==> config.mk <==
export PLATFORM = sky130hd
export DESIGN_NAME = mdu_seq_flat
export DESIGN_NICKNAME = d
export VERILOG_FILES = /design/src/rtl/mdu_seq_pkg.sv /design/src/rtl/mdu_seq_if.sv /design/src/rtl/mdu_seq_step.sv /design/src/rtl/mdu_seq.sv /design/src/flat_wrapper.sv
export SDC_FILE = /design/constraint.sdc
export NUM_CORES = 1
export LEC_CHECK = 0
export ABC_CLOCK_PERIOD_IN_PS = 4500
export BUFFER_PORTS_ARGS = -buffer_cell sky130_fd_sc_hd__buf_4
export CORE_MARGIN = 2
export CORE_UTILIZATION = 34
export CTS_CLUSTER_SIZE = 8
export DETAILED_ROUTE_END_ITERATION = 6
export PLACE_DENSITY = 0.51
export REMOVE_ABC_BUFFERS = 1
export SYNTH_ARGS = -nofsm -noshare
export SYNTH_HDL_FRONTEND = slang
export SYNTH_HIERARCHICAL = 1
export SYNTH_SLANG_ARGS = --single-unit
==> constraint.sdc <==
create_clock -name clk -period 4.5 [get_ports clk]
set_input_delay 0.675 -clock clk [delete_from_list [all_inputs] [get_ports clk]]
set_output_delay 0.675 -clock clk [all_outputs]
set_load 0.02 [all_outputs]
==> src/rtl/mdu_seq_pkg.sv <==
// Shared definitions for the iterative multiply/divide unit.
//   - R-type funct codes for the HI/LO instructions. The ALU control decode
//     reuses them.
//   - FSM state encoding: IDLE -> RUN -> FIX.
//   - is_muldiv(): true for the four funct codes that start an iterative op.
package mdu_seq_pkg;

    typedef logic [5:0] funct_t;

    localparam funct_t F_MFHI  = 6'b010000;
    localparam funct_t F_MTHI  = 6'b010001;
    localparam funct_t F_MFLO  = 6'b010010;
    localparam funct_t F_MTLO  = 6'b010011;
    localparam funct_t F_MULT  = 6'b011000;
    localparam funct_t F_MULTU = 6'b011001;
    localparam funct_t F_DIV   = 6'b011010;
    localparam funct_t F_DIVU  = 6'b011011;

    localparam logic [1:0] ST_IDLE = 2'd0;
    localparam logic [1:0] ST_RUN  = 2'd1;
    localparam logic [1:0] ST_FIX  = 2'd2;

    function automatic logic is_muldiv(input funct_t f);
        return (f == F_MULT) || (f == F_MULTU) || (f == F_DIV) || (f == F_DIVU);
    endfunction

endpackage

==> src/rtl/mdu_seq_if.sv <==
// Core <-> multiply/divide unit connection.
//   master (core side) drives: start, f_bits, rs_val, rt_val
//   slave  (mdu side)  drives: busy, done, dz, hi, lo, mf_data
interface mdu_seq_if
    import mdu_seq_pkg::*;
#(
    parameter int WIDTH = 32
);
    logic             start;
    funct_t           f_bits;
    logic [WIDTH-1:0] rs_val;
    logic [WIDTH-1:0] rt_val;
    logic             busy;
    logic             done;
    logic             dz;
    logic [WIDTH-1:0] hi;
    logic [WIDTH-1:0] lo;
    logic [WIDTH-1:0] mf_data;

    modport master (
        output start, f_bits, rs_val, rt_val,
        input  busy, done, dz, hi, lo, mf_data
    );

    modport slave (
        input  start, f_bits, rs_val, rt_val,
        output busy, done, dz, hi, lo, mf_data
    );
endinterface

==> src/rtl/mdu_seq_step.sv <==
// Single iteration of the multiply/divide datapath. Purely combinational.
//   is_div_i : 1 = restoring divide step, 0 = shift-add multiply step
//   acc_i    : 2*WIDTH working register
//              mul: {partial product, remaining multiplier bits}
//              div: {partial remainder, remaining dividend bits / quotient bits}
//   opd_i    : multiplicand (mul) or divisor (div), both unsigned magnitudes
//   acc_o    : working register after one step
module mdu_seq_step #(
    parameter int WIDTH = 32
) (
    input  logic               is_div_i,
    input  logic [2*WIDTH-1:0] acc_i,
    input  logic [WIDTH-1:0]   opd_i,
    output logic [2*WIDTH-1:0] acc_o
);
    logic [WIDTH:0] sum;
    logic [WIDTH:0] diff;

    always_comb begin
        // Keep the carry so that the right shift brings it back into the MSB.
        sum  = {1'b0, acc_i[2*WIDTH-1:WIDTH]} + {1'b0, opd_i};
        // The partial remainder shifted left with the next dividend bit fits
        // in WIDTH+1 bits. diff[WIDTH] is therefore a clean borrow.
        diff = acc_i[2*WIDTH-1:WIDTH-1] - {1'b0, opd_i};
        if (is_div_i) begin
            if (!diff[WIDTH]) begin
                acc_o = {diff[WIDTH-1:0], acc_i[WIDTH-2:0], 1'b1};
            end else begin
                acc_o = {acc_i[2*WIDTH-2:0], 1'b0};
            end
        end else begin
            if (acc_i[0]) begin
                acc_o = {sum, acc_i[WIDTH-1:1]};
            end else begin
                acc_o = {1'b0, acc_i[2*WIDTH-1:1]};
            end
        end
    end
endmodule

==> src/rtl/mdu_seq.sv <==
// Iterative multiply/divide unit holding the architectural HI/LO registers.
// The unit performs one radix-2 step per clock. From start to done takes
// WIDTH+1 edges.
//   clk   : rising-edge clock
//   rst_n : asynchronous active-low reset. It aborts any operation in flight.
//   bus   : slave side of mdu_seq_if
//           start/f_bits/rs_val/rt_val : issue
//           busy/done/dz               : status
//           hi/lo/mf_data              : results
module mdu_seq
    import mdu_seq_pkg::*;
#(
    parameter int WIDTH = 32
) (
    input  logic         clk,
    input  logic         rst_n,
    mdu_seq_if.slave     bus
);
    localparam int CNT_W = $clog2(WIDTH + 1);

    logic [1:0]         state_q, state_d;
    logic [CNT_W-1:0]   cnt_q, cnt_d;
    logic [2*WIDTH-1:0] acc_q, acc_d;
    logic [WIDTH-1:0]   opd_q, opd_d;
    logic               is_div_q, is_div_d;
    logic               neg_q, neg_d;     // negate product / quotient
    logic               rneg_q, rneg_d;   // negate remainder (dividend sign)
    logic               dzin_q, dzin_d;   // divisor was zero
    logic [WIDTH-1:0]   hi_q, hi_d;
    logic [WIDTH-1:0]   lo_q, lo_d;
    logic               done_q, done_d;
    logic               dz_q, dz_d;

    logic [2*WIDTH-1:0] acc_step;
    logic [2*WIDTH-1:0] prod_fix;
    logic               sgn_op;
    logic               div_op;
    logic [WIDTH-1:0]   a_mag;
    logic [WIDTH-1:0]   b_mag;

    // Two's-complement magnitude. |MIN| wraps to MIN, which reads correctly
    // as the unsigned value 2^(WIDTH-1).
    function automatic logic [WIDTH-1:0] mag(input logic [WIDTH-1:0] v, input logic signed_op);
        return (signed_op && v[WIDTH-1]) ? (~v + 1'b1) : v;
    endfunction

    mdu_seq_step #(.WIDTH(WIDTH)) u_step (
        .is_div_i (is_div_q),
        .acc_i    (acc_q),
        .opd_i    (opd_q),
        .acc_o    (acc_step)
    );

    always_comb begin
        state_d  = state_q;
        cnt_d    = cnt_q;
        acc_d    = acc_q;
        opd_d    = opd_q;
        is_div_d = is_div_q;
        neg_d    = neg_q;
        rneg_d   = rneg_q;
        dzin_d   = dzin_q;
        hi_d     = hi_q;
        lo_d     = lo_q;
        done_d   = 1'b0;
        dz_d     = 1'b0;
        sgn_op   = (bus.f_bits == F_MULT) || (bus.f_bits == F_DIV);
        div_op   = (bus.f_bits == F_DIV) || (bus.f_bits == F_DIVU);
        a_mag    = mag(bus.rs_val, sgn_op);
        b_mag    = mag(bus.rt_val, sgn_op);
        prod_fix = neg_q ? (~acc_q + 1'b1) : acc_q;

        case (state_q)
            ST_IDLE: begin
                if (bus.start) begin
                    if (is_muldiv(bus.f_bits)) begin
                        is_div_d = div_op;
                        neg_d    = sgn_op && (bus.rs_val[WIDTH-1] ^ bus.rt_val[WIDTH-1]);
                        rneg_d   = sgn_op && div_op && bus.rs_val[WIDTH-1];
                        dzin_d   = div_op && (bus.rt_val == '0);
                        // mul: multiplier sits in the low half and shifts out LSB first.
                        // div: dividend sits in the low half and shifts into the remainder.
                        acc_d    = div_op ? {{WIDTH{1'b0}}, a_mag} : {{WIDTH{1'b0}}, b_mag};
                        opd_d    = div_op ? b_mag : a_mag;
                        cnt_d    = CNT_W'(WIDTH);
                        state_d  = ST_RUN;
                    end else if (bus.f_bits == F_MTHI) begin
                        hi_d = bus.rs_val;
                    end else if (bus.f_bits == F_MTLO) begin
                        lo_d = bus.rs_val;
                    end
                end
            end
            ST_RUN: begin
                acc_d = acc_step;
                cnt_d = cnt_q - CNT_W'(1);
                if (cnt_q == CNT_W'(1)) begin
                    state_d = ST_FIX;
                end
            end
            ST_FIX: begin
                if (is_div_q) begin
                    // A zero divisor leaves the dividend magnitude in the high half
                    // and all ones in the quotient. Restoring the dividend sign then
                    // gives the dividend exactly as it was given.
                    hi_d = rneg_q ? (~acc_q[2*WIDTH-1:WIDTH] + 1'b1) : acc_q[2*WIDTH-1:WIDTH];
                    lo_d = dzin_q ? {WIDTH{1'b1}} :
                           (neg_q ? (~acc_q[WIDTH-1:0] + 1'b1) : acc_q[WIDTH-1:0]);
                end else begin
                    hi_d = prod_fix[2*WIDTH-1:WIDTH];
                    lo_d = prod_fix[WIDTH-1:0];
                end
                done_d  = 1'b1;
                dz_d    = dzin_q;
                state_d = ST_IDLE;
            end
            default: begin
                state_d = ST_IDLE;
            end
        endcase
    end

    always_ff @(posedge clk or negedge rst_n) begin
        if (!rst_n) begin
            state_q  <= ST_IDLE;
            cnt_q    <= '0;
            acc_q    <= '0;
            opd_q    <= '0;
            is_div_q <= 1'b0;
            neg_q    <= 1'b0;
            rneg_q   <= 1'b0;
            dzin_q   <= 1'b0;
            hi_q     <= '0;
            lo_q     <= '0;
            done_q   <= 1'b0;
            dz_q     <= 1'b0;
        end else begin
            state_q  <= state_d;
            cnt_q    <= cnt_d;
            acc_q    <= acc_d;
            opd_q    <= opd_d;
            is_div_q <= is_div_d;
            neg_q    <= neg_d;
            rneg_q   <= rneg_d;
            dzin_q   <= dzin_d;
            hi_q     <= hi_d;
            lo_q     <= lo_d;
            done_q   <= done_d;
            dz_q     <= dz_d;
        end
    end

    assign bus.busy    = (state_q != ST_IDLE);
    assign bus.done    = done_q;
    assign bus.dz      = dz_q;
    assign bus.hi      = hi_q;
    assign bus.lo      = lo_q;
    assign bus.mf_data = (bus.f_bits == F_MFHI) ? hi_q : lo_q;

endmodule

==> src/flat_wrapper.sv <==
// flat-port wrapper written by rule: the top's interface ports become plain ports
module mdu_seq_flat import mdu_seq_pkg::*;
#(
    parameter int WIDTH = 32
)
  (clk, rst_n, bus_start, bus_f_bits, bus_rs_val, bus_rt_val, bus_busy, bus_done, bus_dz, bus_hi, bus_lo, bus_mf_data);
  mdu_seq_if #(.WIDTH(WIDTH)) bus_i ();
  input  logic clk;
  input  logic rst_n;
  input wire logic [$bits(bus_i.start)-1:0] bus_start;
  input wire logic [$bits(bus_i.f_bits)-1:0] bus_f_bits;
  input wire logic [$bits(bus_i.rs_val)-1:0] bus_rs_val;
  input wire logic [$bits(bus_i.rt_val)-1:0] bus_rt_val;
  output wire logic [$bits(bus_i.busy)-1:0] bus_busy;
  output wire logic [$bits(bus_i.done)-1:0] bus_done;
  output wire logic [$bits(bus_i.dz)-1:0] bus_dz;
  output wire logic [$bits(bus_i.hi)-1:0] bus_hi;
  output wire logic [$bits(bus_i.lo)-1:0] bus_lo;
  output wire logic [$bits(bus_i.mf_data)-1:0] bus_mf_data;
  assign bus_i.start = bus_start;
  assign bus_i.f_bits = bus_f_bits;
  assign bus_i.rs_val = bus_rs_val;
  assign bus_i.rt_val = bus_rt_val;
  assign bus_busy = bus_i.busy;
  assign bus_done = bus_i.done;
  assign bus_dz = bus_i.dz;
  assign bus_hi = bus_i.hi;
  assign bus_lo = bus_i.lo;
  assign bus_mf_data = bus_i.mf_data;
  mdu_seq #(.WIDTH(WIDTH)) u_core (.clk(clk), .rst_n(rst_n), .bus(bus_i));
endmodule
---- Word level (Yosys, flattened, before mapping) ----
Cells that the tools add are included.
storage, ports and cells
  register bits after elaboration ......... 174
  input bits .............................. 73
  output and inout bits ................... 99
  logic and storage cells ................. 99
cells by class
  add/subtract/negate cells ............... 8
  eq/ne operators ......................... 17
  mux-type cells .......................... 35
  bitwise logic cells ..................... 6
  reductions and logical operators ........ 21
operator list
  cell                                                                 count
  32-bit 2-to-1 mux                                                    17
  64-bit 2-to-1 mux                                                    6
  32-bit by 1-bit adder with 32-bit output (second input constant)     4
  32-bit inverter                                                      4
  32-bit case mux with 2 select lines                                  2
  64-bit case mux with 2 select lines                                  1
  64-bit by 1-bit adder with 64-bit output (second input constant)     1
  64-bit inverter                                                      1
  6-bit by 5-bit == test with 1-bit output (second input constant)     7
  32-bit by 32-bit adder with 33-bit output                            1
  33-bit by 32-bit subtractor with 33-bit output                       1
  32-bit logical NOT                                                   1
  6-bit 2-to-1 mux                                                     2
  6-bit case mux with 2 select lines                                   1
  3-bit AND reduction                                                  3
  2-bit by 1-bit != test with 1-bit output (second input constant)     4
  6-bit by 1-bit == test with 1-bit output (second input constant)     1
  1-bit logical AND                                                    6
  2-bit 2-to-1 mux                                                     3
  2-bit != test (second input constant)                                3
  2-bit nonzero test                                                   3
  6-bit by 1-bit subtractor with 6-bit output (second input constant)  1
  1-bit logical OR                                                     5
  5-bit AND reduction                                                  1
  other kinds (7)                                                      8

---- Depth between registers and ports, before layout ----
Gate-level depths: netlist of run 1.
  depth after elaboration ................. 8
  gate-level depth with buffers ........... 15
  mapped depth without buffers ............ 14

---- By module ----
The synthesis of run 1 kept the hierarchy.
by module, submodules not included
  module        instances  cells an instance  area each (sq um)  sequential area each (sq um)
  mdu_seq       1          1,298              11,178.2           4,354.2
  mdu_seq_step  1          692                4,847.1            0.0

---- Least setup slack after synthesis of run 1 ----
OpenSTA, ideal clock, no wires.
  path type ............................... reg-to-reg
  from .................................... register u_core.acc_q[32]
  to ...................................... register u_core.acc_q[61]
  library setup time ...................... 0.121 ns
  data arrival time ....................... 3.071 ns
  data required time ...................... 4.379 ns
  setup slack ............................. 1.308 ns
  cell stages (with the launch flop) ...... 13
  buffers on the path ..................... 0
  clock period less this slack ............ 3.192 ns
  cells stage by stage .................... dfrtp_1 -> ha_1 -> fa_1 -> a211oi_1 -> o21ai_0 -> o2111ai_1 -> o211a_1 -> o21a_1 -> o31ai_1 -> a311o_1 -> a311oi_1 -> a311oi_1 -> a22o_1
on the way
  word-level cells in the longest chain between the ends .. 4
  elaborated cells between the ends (all ways) .. 6
  those cells by class .................... add/sub: 2; mux: 4
RTL lines
  element                                                                                                      line                                    RTL
  start: declaration                                                                                           mdu_seq.sv:23                           logic [2*WIDTH-1:0] acc_q, acc_d;
  start signal: assignment                                                                                     mdu_seq.sv:127                          acc_q <= '0;
  start signal: assignment                                                                                     mdu_seq.sv:140                          acc_q <= acc_d;
  33-bit by 32-bit subtractor with 33-bit output or 32-bit by 32-bit adder with 33-bit output (tied branches)  mdu_seq_step.sv:24, mdu_seq_step.sv:21
  64-bit 2-to-1 mux, on equally long branches                                                                  mdu_seq_step.sv:26, mdu_seq_step.sv:32
  64-bit 2-to-1 mux *                                                                                          mdu_seq_step.sv:25                      if (is_div_i) begin
  via u_core.acc_step[61]                                                                                      mdu_seq.sv:34                           logic [2*WIDTH-1:0] acc_step;
  64-bit case mux with 2 select lines *                                                                        mdu_seq.sv:73                           case (state_q)
The timed path passes the listed nets; every way through them passes the cells marked *.
A chain may end at the register's enable or synchronous reset.

---- Worst setup path after layout of run 1 ----
  from .................................... register u_core.acc_q[31]
  to ...................................... register u_core.acc_q[57]
on the way
  word-level cells in the longest chain between the ends .. 4
RTL lines
  element                                         line                RTL
  33-bit by 32-bit subtractor with 33-bit output  mdu_seq_step.sv:24  diff = acc_i[2*WIDTH-1:WIDTH-1] - {1'b0, opd_i};
  64-bit 2-to-1 mux                               mdu_seq_step.sv:26  if (!diff[WIDTH]) begin
  64-bit 2-to-1 mux                               mdu_seq_step.sv:25
  via u_core.acc_step[57]                         mdu_seq.sv:34
  64-bit case mux with 2 select lines             mdu_seq.sv:73
The timed path passes the listed nets, and every way through them passes these cells.

==> results of run 1 <==
[layer usage]
| layer | GRT usage | share of wire | wire length (µm) |
|---|---|---|---|
| met1 | 0.370 | 0.45 | 30500 |
| met2 | 0.435 | 0.46 | 31500 |
| met3 | 0.0474 | 0.065 | 4450 |
| met4 | 0.0847 | 0.028 | 1910 |
| met5 | 0 | 0 | 0 |
[layout by cell type, fill, tap and decap left out, types with 31 or more instances in the layout]
cell     synthesis  final
buf_4            0    220
nand2_1        189    188
dfrtp_1        174    173
o21ai_0        164    162
a21oi_1        150    150
nor2_1         134    133
xnor2_1        105    105
ha_1            70     70
inv_1           67     67
xor2_1          65     65
mux2_2          64     64
nor3_1          50     50
a22oi_1         46     46
a21o_1          38     37
nand3_1         36     35
o22ai_1         35     35
o31ai_1         31     31
[worst reg2reg max path: stages, from the launching register on]
cell	delay [ns]
dfrtp_1	0.54
inv_1	0.15
ha_1	0.25
fa_1	0.40
nand2b_1	0.19
a21oi_2	0.24
o2111ai_2	0.21
a21boi_2	0.33
o2111ai_2	0.16
and3_4	0.20
nor3_4	0.50
buf_4	0.27
mux2i_1	0.22
a22oi_1	0.11
a22o_1	0.21
[worst paths after layout]
| kind | to | slack [ns] | startpoint |
|---|---|---|---|
| max | u_core/acc_q[57] | 0.42 | u_core/acc_q[31] |
| min | u_core/bus.dz | 0.25 | rst_n |
| max reg2reg | u_core/acc_q[57] | 0.42 | u_core/acc_q[31] |
| min reg2reg | u_core/bus.lo[15] | 0.52 | u_core/bus.lo[15] |
| max in group asynchronous | u_core/acc_q[40] | 3.24 | rst_n |
| min in group clk | u_core/bus.hi[18] | 0.50 | bus_rs_val[18] |
[area by class of cell]
type,count,area share
inverters,70,0.0141
clock buffers,20,0.0250
well taps,607,0.0407
flip-flops and latches,174,0.234
clock inverters,12,0.00691
multi-input cells,1628,0.588
repair buffers,223,0.0914
[stage by stage]
stage	utilization	area, µm²
floorplan	-	15600
global placement	0.388	18100
detailed placement	0.388	18100
CTS	0.401	18700
global route	0.401	18700
finish	0.401	18700
[logic make-up after synthesis]
group                    synth area share
flip-flops                          0.272
AND/OR/NAND/NOR                     0.183
adder cells (fa/ha/maj)            0.0572
XOR/XNOR                           0.0929
buffers and inverters              0.0458
multiplexers                       0.0637
AO/OA/AOI/OAI                       0.286
[power by group through the flow]
stage | clock network (mW) | logic (mW) | registers (mW)
finish | 1.58 | 10.1 | 3.52
global route | 1.66 | 11.0 | 3.61
CTS | 1.60 | 9.98 | 3.48
detailed placement | 0 | 9.91 | 3.51
global placement | 0 | 9.88 | 3.50
floorplan | 0 | 6.74 | 3.30
[flip-flops by register name, indices dropped and copies added (netlist names), 2 cells and up]
register        count
u_core/acc_q       64
u_core/bus.lo      32
u_core/opd_q       32
u_core/bus.hi      32
u_core/cnt_q        6
u_core/state_q      2
[synthesized netlist by cell type (46+ instances only)]
cell,count,area share
a21oi_1,150,0.047
a22oi_1,46,0.022
clkbuf_1,102,0.024
dfrtp_1,174,0.27
ha_1,70,0.055
inv_1,67,0.016
mux2_2,64,0.045
nand2_1,189,0.044
nor2_1,134,0.031
nor3_1,50,0.016
o21ai_0,164,0.051
xnor2_1,105,0.057
xor2_1,65,0.036
==> flow_metrics.tcl, run 1 <==
set metrics [dict create \
    htreeDepth 4 \
    postCtsSetupBuffers 0 \
    grt_max_degree 80 \
    dieWidth_um 221 \
    grt_pass1_wl_mm 102 \
    synth_cell_types 85 \
    multi_input_area_um2 11000 \
    worstPathCellList "inv_1 > ha_1 > fa_1 > nand2b_1 > a21oi_2 > o2111ai_2 > a21boi_2 > o2111ai_2 > and3_4 > nor3_4 > buf_4 > mux2i_1 > a22oi_1 > a22o_1" \
    async_reset_ff_frac 1.00 \
    cp_num_buf_inv 2 \
    worstPathRequired_ns 4.86 \
    clock-skew-final_ns 0.0120 \
    drt-total-wl_mm 68.4 \
    initial_core_util 0.344 \
    clockPowerShare 0.104 \
    crit_top_cell "o2111ai_2" \
    cts_buffers 17 \
    drtAntennaViolNets 0 \
    synth_edf_count 0 \
    cp-start-kind "flip-flop" \
    clk_latency_ns 0.47 \
    crit_family "compound AO/OA/AOI/OAI gates" \
    p_comb_frac 0.664 \
    register_area_um2 4360 \
    die_h_um 221 \
    synth_seq_area_share 0.272 \
    min_path_type "in -> async" \
    drive_gt1_frac 0.168 \
    seq_power_share 0.232 \
    cp_slowest_cell "dfrtp_1" \
    worst_pin_slew_ns 1.25 \
    fin_cells 2734 \
    io_pins 172 \
    synth-main-ff-cell "dfrtp_1" \
    n_antenna_cell 0 \
    path_depth 14 \
    viasPerCell 6.12 \
    gr-total-overflow 0 \
    gp_congestion 0.957 \
    max_stage_delay_ns 0.54 \
    rsz0062_at_grt "false" \
    p_leak_nw 7.92 \
    ff2ff_path_depth 14 \
    preCtsSetupSlack_ns 0.476 \
    crit_arrival_ns 4.44 \
    hold_slack_ns 0.246 \
    crit_type "reg -> reg" \
    end_kind "flip-flop" \
    die_area_um2 48900 \
    placedCellCount 2702 \
    postCtsHoldBufs 0 \
    drtIter0Drc 1778 \
    port_buffers 171 \
    grt.total_usage 0.271 \
    cts_tree "done" \
    syn_inst 1990 \
    path_clk_slew_ns 0.08 \
    cp_max_fo 11 \
    status "finished clean" \
    max_slew_margin 0.163 \
    fillers 4807 \
    hold_viol_final 0 \
    finalNetCount 2259 \
    synth_seq_cells 174 \
    powerDensity_nw_per_um2 815 \
    netSwitchingPower_mw 7.90 \
    cts.sinks 174 \
    vdd_drop_max_mv 0.330 \
    firstDrtPassIters 5 \
    final.min_clock_period_ns 4.08 \
    clock.fmax_ghz 0.245 \
    route.detailed.drc 0 \
    drv_cap 0 \
    power.internal_mw 7.30 \
    timing.final.crit_share 0.907 \
    core-area_um2 46600 \
    drv_slew 0 \
    cts-root-buf "clkbuf_16" \
    synth.avg_cell_area_um2 8.05 \
    syn2layout_area_growth_pct 16.4 \
    dp_hpwl_mm 52.0 \
    clock_path_buffers 2 \
    first_global_vias 16000 \
    yosys_warnings 6 \
    swShare 0.520 \
    vias 16700 \
    antenna_found_initial 0 \
    total_power_mw 15.2 \
    rows 79 \
    worst_slack_ns 0.417 \
    syn-cell-area_um2 16000 \
    setup_tns_ns 0 \
    setup_viol 0 \
    post_drt_wl_per_cell_um 25.0 \
    ctsResizeCount 0 \
]
Note: power is estimated with default switching activity, not from simulation.
==> inputs of run 2 (changes only) <==
- CAP_MARGIN: unset -> 20
- CORE_UTILIZATION: 34 -> 55
- PLACE_DENSITY: 0.51 -> 0.75
==> run 2 against run 1 <==
Net effect:
- the flow now finishes with violations (design-rule violations)
- clock-buffer cell count is 2 lower
- utilization rose by 24 points
- first-iteration DRC count increased by 34%
- setup slack better by 0.43 ns
- clock power rose by 5%
- fmax rose by 12%
- register-to-register slack better by 0.43 ns
- worst hold slack better by 0.034 ns
- final cell count down 8.8%
==> flow_metrics.tcl, run 2 (synthesized netlist as in run 1, its figures left out) <==
set metrics [dict create \
    status "complete, but fails checks" \
    violations "design-rule violations" \
    cts_tree "done" \
    multi_input_area_um2 11000 \
    critPathCapture "u_core/acc_q[41]" \
    cp-startpoint "u_core/acc_q[31]" \
    postCtsSetupBuffers 0 \
    finalNetCount 2241 \
    preCtsSetupSlack_ns 0.886 \
    path_clk_slew_ns 0.08 \
    final_cell_mix "buf_4 (200), nand2_1 (189), dfrtp_1 (173)" \
    grt.total_usage 0.388 \
    hold_viol_final 0 \
    cts-root-buf "clkbuf_16" \
    drtIter0Drc 2376 \
    postCtsHoldBufs 0 \
    crit_type "reg -> reg" \
    syn2layout_area_growth_pct 14.3 \
    setup_viol 0 \
    seq_power_share 0.236 \
    cp-start-kind "flip-flop" \
    clock.fmax_ghz 0.274 \
    power.internal_mw 7.34 \
    drv_cap 0 \
    drv_slew 0 \
    die_h_um 175 \
    p_leak_nw 7.86 \
    firstDrtPassIters 7 \
    netSwitchingPower_mw 7.65 \
    min_path_type "in -> async" \
    worst_pin_slew_ns 1.16 \
    r2r_end "u_core/acc_q[41]" \
    io_pins 172 \
    antenna_found_initial 4 \
    clock_path_buffers 2 \
    swShare 0.510 \
    core-area_um2 28700 \
    ff2ff_path_depth 14 \
    r2r-start "u_core/acc_q[31]" \
    ctsResizeCount 0 \
    register_area_um2 4360 \
    crit_arrival_ns 4.00 \
    clk_latency_ns 0.46 \
    port_buffers 171 \
    htreeDepth 4 \
    gr-total-overflow 0 \
    clock-skew-final_ns 0.0117 \
    timing.final.crit_share 0.812 \
    final_area_um2 18300 \
    hold_slack_ns 0.279 \
    first_global_vias 16100 \
    cts.sinks 174 \
    layout_commonest_cell "buf_4" \
    powerDensity_nw_per_um2 818 \
    vias 17100 \
    drtAntennaViolNets 0 \
    rows 62 \
    end_kind "flip-flop" \
    post_drt_wl_per_cell_um 24.2 \
    regMostFlops "u_core/acc_q" \
    dp_hpwl_mm 45.0 \
    drive_gt1_frac 0.160 \
    initial_core_util 0.558 \
    vdd_drop_max_mv 0.415 \
    route.detailed.drc 1 \
    ff2ff_setup_slack_ns 0.85 \
    final.min_clock_period_ns 3.65 \
    gp_congestion 0.987 \
    fillers 2523 \
    worstPathRequired_ns 4.85 \
    p_comb_frac 0.652 \
    max_slew_margin 0.224 \
    dpl_cell_area_um2 17600 \
    dieWidth_um 175 \
    setup_tns_ns 0 \
    total_power_mw 15.0 \
    largest_reg_flops 64 \
    viasPerCell 6.86 \
    grt_pass1_wl_mm 92.6 \
    drt-total-wl_mm 60.3 \
    grt_max_degree 89 \
    clockPowerShare 0.111 \
    worst_slack_ns 0.847 \
    cts_buffers 17 \
    cp_max_fo 36 \
    die_area_um2 30500 \
    rsz0062_at_grt "false" \
]
==> run 2: changes by cell type in the layout (fill, tap and decap cells not counted), moves of 2 or more <==
cell,delta
buf_4,-20
bufinv_16,+3
clkbuf_8,-3
clkinv_4,-2
==> run 2: per-layer routing <==
metal  track usage  wire, µm
met1         0.521     24400
met4         0.168      2620
met3        0.0755      6090
met5             0        25
met2         0.608     27200
==> run 2: power by group through the flow <==
stage	Sequential, mW	Combinational, mW	Clock (mW)
finish	3.54	9.78	1.66
global route	3.61	10.6	1.73
CTS	3.47	9.59	1.67
detailed placement	3.49	9.51	0
global placement	3.47	9.39	0
floorplan	3.30	6.74	0
==> run 2: worst min-delay path by stage <==
stage          slack, ns                 to
6_report            0.28    u_core/cnt_q[3]
4_1_cts             0.33    u_core/cnt_q[3]
2_1_floorplan       0.38    u_core/acc_q[0]
3_5_place_dp        0.50  u_core/bus.lo[15]
5_1_grt             0.36    u_core/cnt_q[3]
3_3_place_gp        0.49   u_core/bus.lo[2]
==> run 2: area by class of cell <==
type,instances,share of cell area
repair buffers,205,0.0874
multi-input cells,1628,0.599
flip-flops and latches,174,0.238
well taps,384,0.0262
diodes,1,0.000137
inverters,70,0.0143
clock buffers,18,0.0240
clock inverters,14,0.0113
==> run 2: metrics by stage <==
step,instances,utilization
after floorplan,1872,-
after global placement,2460,0.615
after detailed placement,2460,0.615
after CTS,2492,0.637
after global routing,2493,0.638
final,2494,0.638
==> run 2: worst max-delay path, stage by stage (launching register included) <==
cell and delay, ns:
dfrtp_1 0.35, inv_1 0.08, ha_1 0.23, fa_1 0.41
nand2b_1 0.20, a21oi_2 0.23, o2111ai_2 0.21, a21boi_2 0.30
o2111ai_2 0.14, a21boi_1 0.30, nor3_4 0.08, buf_12 0.19
nor2_1 0.41, a221oi_1 0.17, a22o_1 0.23
